**src/rtl/mmio_uart_rx_if.sv**
```systemverilog
// MMIO bus bundle for the UART receiver: one-cycle access strobe, byte enables,
// address/data, and the registered read-data return path.
interface mmio_uart_rx_if;
  logic        mmio_oe;
  logic [3:0]  mmio_we;
  logic [31:0] mmio_addr;
  logic [31:0] mmio_wdata;
  logic [31:0] mmio_rdata;

  modport master (output mmio_oe, mmio_we, mmio_addr, mmio_wdata, input mmio_rdata);
  modport slave  (input mmio_oe, mmio_we, mmio_addr, mmio_wdata, output mmio_rdata);
endinterface

```
**src/rtl/mmio_uart_rx.sv**
```systemverilog
// UART 8N1 receiver with mid-bit sampling, a small byte FIFO and an MMIO
// register pair (RXDATA pops, STATUS carries sticky W1C error flags).
module mmio_uart_rx #(
  parameter int          DIVISOR         = 868,
  parameter int          FIFO_DEPTH_LOG2 = 4,
  parameter logic [31:0] BASE            = 32'hf0000104
) (
  input  logic           clk,
  input  logic           rst,
  input  logic           rxd,
  mmio_uart_rx_if.slave  bus,
  output logic           rx_irq
);
  localparam int          CW   = (DIVISOR > 1) ? $clog2(DIVISOR) : 1;
  localparam int          L    = FIFO_DEPTH_LOG2;
  localparam logic [CW-1:0] HALF = CW'(DIVISOR/2 - 1);
  localparam logic [CW-1:0] LAST = CW'(DIVISOR - 1);
  localparam logic [31:0] STAT = BASE + 32'd4;

  typedef enum logic [2:0] {IDLE, START, DATA, STOP, BREAK} state_t;

  state_t        state, state_n;
  logic [CW-1:0] cnt, cnt_n;
  logic [2:0]    idx, idx_n;
  logic [7:0]    shift, shift_n;
  logic          s1, s2, rs;
  logic [1:0]    warm;
  logic          armed;
  logic          push, fe_set;

  logic [7:0]    mem [2**L];
  logic [L:0]    wp, rp, wp_n, rp_n;
  logic          empty, full, pop, push_ok, ovr_set;
  logic          overrun, frame_err;
  logic          rd, wr, clr;

  assign rs = s2;

  // A start bit is only accepted once the synchronizer holds real line samples
  // and the line has been seen idle, so a low line at reset release is ignored.
  always_ff @(posedge clk) begin
    if (!rst) begin
      s1    <= 1'b1;
      s2    <= 1'b1;
      warm  <= 2'b00;
      armed <= 1'b0;
      state <= IDLE;
      cnt   <= '0;
      idx   <= '0;
      shift <= '0;
    end else begin
      s1    <= rxd;
      s2    <= s1;
      warm  <= {warm[0], 1'b1};
      if (warm[1] && rs) armed <= 1'b1;
      state <= state_n;
      cnt   <= cnt_n;
      idx   <= idx_n;
      shift <= shift_n;
    end
  end

  always_comb begin
    state_n = state;
    cnt_n   = cnt;
    idx_n   = idx;
    shift_n = shift;
    push    = 1'b0;
    fe_set  = 1'b0;
    case (state)
      IDLE: if (!rs && armed) begin
        state_n = START;
        cnt_n   = '0;
      end
      START: if (cnt == HALF) begin
        cnt_n   = '0;
        idx_n   = '0;
        state_n = rs ? IDLE : DATA;
      end else cnt_n = cnt + 1'b1;
      DATA: if (cnt == LAST) begin
        cnt_n          = '0;
        shift_n[idx]   = rs;
        idx_n          = idx + 3'd1;
        if (idx == 3'd7) state_n = STOP;
      end else cnt_n = cnt + 1'b1;
      STOP: if (cnt == LAST) begin
        cnt_n = '0;
        if (rs) begin
          push    = 1'b1;
          state_n = IDLE;
        end else begin
          fe_set  = 1'b1;
          state_n = BREAK;
        end
      end else cnt_n = cnt + 1'b1;
      BREAK: if (rs) state_n = IDLE;
      default: state_n = IDLE;
    endcase
  end

  assign rd      = bus.mmio_oe && (bus.mmio_we == 4'b0);
  assign wr      = bus.mmio_oe && (bus.mmio_we != 4'b0);
  assign clr     = wr && (bus.mmio_addr == STAT) && bus.mmio_we[0];
  assign empty   = (wp == rp);
  assign full    = (wp[L] != rp[L]) && (wp[L-1:0] == rp[L-1:0]);
  assign pop     = rd && (bus.mmio_addr == BASE) && !empty;
  // A full FIFO still accepts the byte when the same cycle pops the head.
  assign push_ok = push && (!full || pop);
  assign ovr_set = push && full && !pop;
  assign wp_n    = wp + (L+1)'(push_ok);
  assign rp_n    = rp + (L+1)'(pop);

  always_ff @(posedge clk) begin
    if (push_ok) mem[wp[L-1:0]] <= shift;
  end

  always_ff @(posedge clk) begin
    if (!rst) begin
      wp             <= '0;
      rp             <= '0;
      overrun        <= 1'b0;
      frame_err      <= 1'b0;
      rx_irq         <= 1'b0;
      bus.mmio_rdata <= '0;
    end else begin
      wp        <= wp_n;
      rp        <= rp_n;
      overrun   <= ovr_set | (overrun & ~(clr & bus.mmio_wdata[1]));
      frame_err <= fe_set | (frame_err & ~(clr & bus.mmio_wdata[2]));
      rx_irq    <= (wp_n != rp_n);
      if (rd && bus.mmio_addr == BASE)
        bus.mmio_rdata <= empty ? 32'h8000_0000 : {24'b0, mem[rp[L-1:0]]};
      else if (rd && bus.mmio_addr == STAT)
        bus.mmio_rdata <= {29'b0, frame_err, overrun, !empty};
      else
        bus.mmio_rdata <= '0;
    end
  end
endmodule

```
**src/flat_wrapper.sv**
```systemverilog
// flat-port wrapper written by rule: the top's interface ports become plain ports
module mmio_uart_rx_flat 
#(
  parameter int          DIVISOR         = 868,
  parameter int          FIFO_DEPTH_LOG2 = 4,
  parameter logic [31:0] BASE            = 32'hf0000104
)
  (clk, rst, rxd, rx_irq, bus_mmio_oe, bus_mmio_we, bus_mmio_addr, bus_mmio_wdata, bus_mmio_rdata);
  mmio_uart_rx_if bus_i ();
  input  logic clk;
  input  logic rst;
  input  logic rxd;
  output logic rx_irq;
  input wire logic [$bits(bus_i.mmio_oe)-1:0] bus_mmio_oe;
  input wire logic [$bits(bus_i.mmio_we)-1:0] bus_mmio_we;
  input wire logic [$bits(bus_i.mmio_addr)-1:0] bus_mmio_addr;
  input wire logic [$bits(bus_i.mmio_wdata)-1:0] bus_mmio_wdata;
  output wire logic [$bits(bus_i.mmio_rdata)-1:0] bus_mmio_rdata;
  assign bus_i.mmio_oe = bus_mmio_oe;
  assign bus_i.mmio_we = bus_mmio_we;
  assign bus_i.mmio_addr = bus_mmio_addr;
  assign bus_i.mmio_wdata = bus_mmio_wdata;
  assign bus_mmio_rdata = bus_i.mmio_rdata;
  mmio_uart_rx #(.DIVISOR(DIVISOR), .FIFO_DEPTH_LOG2(FIFO_DEPTH_LOG2), .BASE(BASE)) u_core (.clk(clk), .rst(rst), .rxd(rxd), .bus(bus_i), .rx_irq(rx_irq));
endmodule
```
**config.mk**
```make
export PLATFORM = sky130hd
export DESIGN_NAME = mmio_uart_rx_flat
export DESIGN_NICKNAME = d
export VERILOG_FILES = /design/src/rtl/mmio_uart_rx_if.sv /design/src/rtl/mmio_uart_rx.sv /design/src/flat_wrapper.sv
export SDC_FILE = /design/constraint.sdc
export NUM_CORES = 1
export LEC_CHECK = 0
export CAP_MARGIN = 20
export CORE_ASPECT_RATIO = 0.5
export CORE_UTILIZATION = 35
export CTS_CLUSTER_DIAMETER = 100
export CTS_CLUSTER_SIZE = 40
export DETAILED_ROUTE_END_ITERATION = 10
export DONT_BUFFER_PORTS = 1
export HOLD_SLACK_MARGIN = 0.12
export SYNTH_ARGS = -nofsm -noshare
export SYNTH_HDL_FRONTEND = slang
export SYNTH_SLANG_ARGS = --single-unit
```
**constraint.sdc**
```tcl
create_clock -name clk -period 7 [get_ports clk]
set_clock_uncertainty 0.05 [all_clocks]
set_input_delay 1.05 -clock clk [delete_from_list [all_inputs] [get_ports clk]]
set_output_delay 1.05 -clock clk [all_outputs]
set_load 0.1 [all_outputs]
```
==> results of run 1 <==
[report_power, final]
group	switching [W]	internal [W]
logic	0.0000592	0.00000379
registers	0.00000207	0.00112
clock network	0.000425	0.000548
total	0.000486	0.00167
[layer usage]
metal  vias to the layer above  global-route usage [%]
li1                       1919                       -
met1                      2112                    18.6
met3                        16                    3.43
met4                         0                    5.75
met5                         -                       0
met2                       106                    20.9
[worst max-delay path by stage]
stage	from	endpoint	slack, ns	cells past startpoint
detailed placement	bus_mmio_we[1]	u_core.rx_irq	2.57	10
CTS	bus_mmio_we[1]	u_core.rx_irq	3.03	10
global route	bus_mmio_addr[1]	u_core.rx_irq	2.82	10
floorplan	bus_mmio_we[1]	u_core.rx_irq	3.30	11
finish	bus_mmio_we[1]	u_core.rx_irq	3.00	10
global placement	bus_mmio_we[1]	u_core.rx_irq	2.62	10
[cell type report]
class                   instances  area, µm²
fillers                      1899      12600
inverters                       9       33.8
clock inverters                13        164
well taps                     292        365
multi-input cells             299       2560
clock buffers                  19        443
flip-flops and latches        179       4870
repair buffers                  4       30.0
[Yosys cell counts, drive strengths merged, types with 3 or more instances]
library cell	n	area share [%]
nor4b	5	0.57
nor3	11	0.72
nor3b	3	0.29
a221oi	4	0.46
a21oi	9	0.59
ha	7	1.1
and3	6	0.51
a21o	3	0.33
nor2b	3	0.24
o21ai	6	0.39
nor2	45	2.2
dfxtp	51	13
inv	8	0.39
a31oi	4	0.33
and2	12	0.98
a211oi	3	0.29
and4	4	0.46
nand2	11	0.54
edfxtp	128	50
nand4	9	0.73
xor2	17	1.9
a22oi	4	0.39
nor4	10	1.0
mux2i	19	2.5
nand3	9	0.65
buf	30	3.0
xnor2	5	0.57
mux4	34	10
nand4b	3	0.34
nand2b	8	0.65
clkbuf	16	0.78
[sequential cells by signal, indices dropped and copies added (netlist names), 2 cells and up]
name	cells
u_core.bus.mmio_rdata	9
u_core.cnt	10
u_core.idx	3
u_core.mem	128
u_core.rp	5
u_core.shift	8
u_core.state	3
u_core.warm	2
u_core.wp	5
[cells by family after synthesis]
group                    after synthesis  share of synthesized area [%]
AO/OA/AOI/OAI                         45                           4.65
other                                  1                         0.0489
flip-flops                           179                           63.5
adder cells (fa/ha/maj)                7                           1.14
multiplexers                          53                           12.5
XOR/XNOR                              23                           2.81
buffers and inverters                 56                           4.36
AND/OR/NAND/NOR                      148                           11.1
[worst max-delay path, stage by stage]
cell,delay [ns]
or4_4,0.52
or3b_4,0.45
a2111oi_4,0.84
and2_1,0.24
ha_1,0.17
nand3_1,0.10
xor2_1,0.21
xor2_1,0.17
nor3_1,0.32
a41oi_2,0.16
[per-stage QoR]
step                      utilization (%)  cells
after floorplan                         -    534
after global placement               37.4    783
after detailed placement             37.4    783
after CTS                            40.3    815
after global routing                 40.3    815
final                                40.3    815
==> impl_metrics.toml, run 1 <==
[sta]
fin_crit_ns = 4.00
rsz0062_at_grt = "false"
fin_ws_ns = 3.00
fmax_ghz = 0.250
slew_headroom_pct = 28.8
post-route-period-util_pct = 57.1
tightest_slew_ns = 1.07
slew_violations = 0
finalSetupViolCount = 0
tns_ns = 0
hold_ws_ns = 0.379
hold_violations = 0

[job]
cap_violations = 0

[setup_path]
reg2reg_from = "u_core.rp[0]"
cp_max_fo = 14
reg2reg_setup_slack_ns = 3.17
cp-start-kind = "input port"
reg2reg_to = "u_core.rx_irq"
critPathKind = "in -> reg"
cp.arrival_ns = 4.24
cp.required_ns = 7.24
reg2reg_depth = 11
cp-end-kind = "register"

[final_layout]
syn_to_final_growth_pct = 10.4
drive_gt1_share_pct = 16.1
final_cell_mix = "edfxtp_1 (128), dfxtp_1 (50), nor2_1 (45)"
n_antenna_cell = 0
mostFrequentLayoutCell = "edfxtp_1"
post-route-cell-area_mm2 = 0.00846
fin_nets = 589

[logic_synthesis]
async_flop_share_pct = 0
syn_area_per_cell_um2 = 15.0
synth_cells = 512
ys_types = 62
ys_warn_count = 0
syn_area_mm2 = 0.00766
synth_edf_count = 128
synth_seq_cells = 179
synth_ff_type = "edfxtp_1"
yosysSeqAreaShare_pct = 63.5

[worst_hold_path]
min-delay-start = "u_core.s1"
hold_depth = 1
holdPathEnd = "u_core.rs"
min_path_type = "reg -> reg"

[pwr]
power_density_mw_per_mm2 = 255
ir_drop_uv = 132
total_power_w = 0.00216
power.leakage_nw = 2.76

[floorplanning]
die_w_um = 211
ios = 105
core_area_mm2 = 0.0210
fp-row-count = 37
initial_core_util_pct = 36.5
die-height_um = 107
die_area_mm2 = 0.0225

[clock_tree]
holdBufCountCts = 0
clk_pin_slew_worst_paths_ns = 0.07
cts_root_buf = "clkbuf_16"
htreeDepth = 4
cts_tree = "done"
clockBufferDepth = 2
insertion_delay_ns = 0.43
clock_sinks = 179
cts_made_buffers = 17
cts_resized = 0
cts_post_setup_buffers_inserted = 0

[drt]
via_count = 4153
met1Wirelength_um = 7190
drt_iter0_markers = 295
highest_layer = "met4"
routedWlPerCell_um = 17.9
wl_met3_um = 588
route.met2.wl_um = 6540
wirelength_um = 14600
drt_first_pass_iters = 5
drtAntennaViolNets = 0
drcViolationCount = 0
viasPerCell = 5.10

[outcome]
status = "completed"

[placed_design]
gp_congestion = 0.800
dp_hpwl_um = 9520
portBuffers = 0
dpl-instance-area_mm2 = 0.00785
pre_cts_slack_ns = 2.57

[grt]
antenna_found_initial = 0
track_usage_pct = 13.7
grt-ovfl-total = 0
grt_max_degree = 42
grt_pass1_wl_um = 22700
grt_pass1_vias = 4071
Power figures use the tool's default switching activity.
==> run 2, diff against run 1 <==
- clock period: 7 -> 3.47 ns (I/O delays scaled with it)
==> run 2 against run 1 <==
  * Sequential cell count did not move
  * Via count grew 1.3%
  * Clock power rose by 93%
  * Total power is 98% higher
  * Critical path type is now reg -> reg
==> impl_metrics.toml, run 2 (same netlist as run 1, synthesis figures left out) <==
[outcome]
status = "completed"

[clock_tree]
clock_sinks = 179
cts_root_buf = "clkbuf_16"
cts_tree = "done"
clockBufferDepth = 2
clk_pin_slew_worst_paths_ns = 0.07
insertion_delay_ns = 0.42
cts_made_buffers = 17
htreeDepth = 4
cts_post_setup_buffers_inserted = 0

[placed_design]
dp.cells = 804
pre_cts_slack_ns = 0.179
portBuffers = 0
dpl-instance-area_mm2 = 0.00800
dp_hpwl_um = 9850
gp_congestion = 0.788

[grt]
track_usage_pct = 14.3
grt-ovfl-total = 0
use_met3_pct = 2.14
grt_max_degree = 41
antenna_found_initial = 0
busiest_layer = "met2"
use_met2_pct = 22.9
grt_pass1_wl_um = 24200
grt_pass1_vias = 4297
grtUsageMet1_pct = 19.9

[worst_hold_path]
min_path_type = "in -> reg"
hold_depth = 1
min-delay-start = "rxd"

[pwr]
ir_drop_uv = 209
power.switching_w = 0.000975
power.leakage_nw = 2.87
power_frac_seq_pct = 53.0
swShare_pct = 22.8
p_int_w = 0.00330
power_density_mw_per_mm2 = 498
total_power_w = 0.00428
p_clk_share_pct = 44.0
power_frac_comb_pct = 3.0

[setup_path]
critPathKind = "reg -> reg"
cp_max_fo = 6
reg2reg_from = "u_core.cnt[0]"
cp-start-kind = "register"
cp.arrival_ns = 3.31
reg2reg_setup_slack_ns = 0.40
startpoint = "u_core.cnt[0]"
cp-end-kind = "register"
cp.required_ns = 3.71
reg2reg_depth = 12

[floorplanning]
core_area_mm2 = 0.0210
initial_core_util_pct = 36.5
die_w_um = 211
die_area_mm2 = 0.0225
ios = 105
fp-row-count = 37
die-height_um = 107

[sta]
tns_ns = 0
tightest_slew_ns = 0.961
slew_violations = 0
post-route-period-util_pct = 88.5
rsz0062_at_grt = "false"
hold_violations = 0
slew_headroom_pct = 35.8
fin_crit_ns = 3.07
fin_ws_ns = 0.399
fmax_ghz = 0.326
finalSetupViolCount = 0

[drt]
routedWlPerCell_um = 17.9
drt_iter0_markers = 339
viasPerCell = 5.03
drtAntennaViolNets = 0
wirelength_um = 15000
drt_first_pass_iters = 4
via_count = 4206
drcViolationCount = 0

[final_layout]
n_antenna_cell = 0
largest_reg_flops = 128
drive_gt1_share_pct = 18.9
syn_to_final_growth_pct = 12.1
final_cells = 837
final_cell_mix = "edfxtp_1 (128), dfxtp_1 (50), nor2_1 (45)"
fin_nets = 611
mostFrequentLayoutCell = "edfxtp_1"
post-route-cell-area_mm2 = 0.00859

[job]
cap_violations = 0
[run 2: cell types whose count changed in the layout (fill, tap and decap cells not counted), moves of 2 or more]
cell,change
inv_6,+3
buf_4,+21
nor3_1,+2
nor3_2,-2
clkinvlp_4,-2
[run 2: through the flow]
step | utilization, % | hold WS, ns
6_report | 40.9 | 0.156
5_1_grt | 40.9 | 0.157
4_1_cts | 40.9 | 0.145
3_5_place_dp | 38.1 | 0.360
3_3_place_gp | 38.1 | 0.352
2_1_floorplan | - | 0.336
[run 2: cell type report]
cell class                 count  area (µm²)
tap                          292         365
multi-input combinational    299        2550
inverter                       9        33.8
timing repair buffer          26         198
fill                        1899       12400
clock buffer                  18         439
clock inverter                14         143
sequential                   179        4870
[run 2: routing by layer]
| layer | vias to the layer above | wire (µm) |
|---|---|---|
| li1 | 1965 | - |
| met5 | - | 0 |
| met4 | 0 | 187 |
| met1 | 2105 | 7110 |
| met2 | 119 | 6920 |
| met3 | 17 | 745 |
[run 2: critical path, cell delays in order (launching register included)]
cell and delay (ns):
dfxtp_1 0.45, ha_1 0.28, and4b_1 0.32, nand4_1 0.16, nor3_1 0.32, and2_1 0.18
ha_1 0.16, ha_1 0.18, nand3_1 0.10, xor2_1 0.19, xor2_1 0.15, nor3_1 0.26
a41oi_2 0.15
[run 2: timing repair]
action | CTS | global route
resized for setup | 0 | 0
hold buffers | 1 | 0
setup endpoints to repair | 0 | 0
hold endpoints to repair | 3 | 0
[run 2: power by group through the flow]
| stage | combinational (W) | clock [W] | sequential, W |
|---|---|---|---|
| 4_1_cts | 0.000130 | 0.00192 | 0.00227 |
| 3_5_place_dp | 0.000128 | 0 | 0.00231 |
| 5_1_grt | 0.000136 | 0.00200 | 0.00227 |
| 6_report | 0.000130 | 0.00188 | 0.00227 |
| 3_3_place_gp | 0.000128 | 0 | 0.00231 |
| 2_1_floorplan | 0.000148 | 0 | 0.00231 |
[run 2: final timing paths]
kind                                      end
worst max register to register  u_core.rx_irq
worst max-delay path            u_core.rx_irq
worst min-delay path                u_core.s1
worst min register to register      u_core.rs
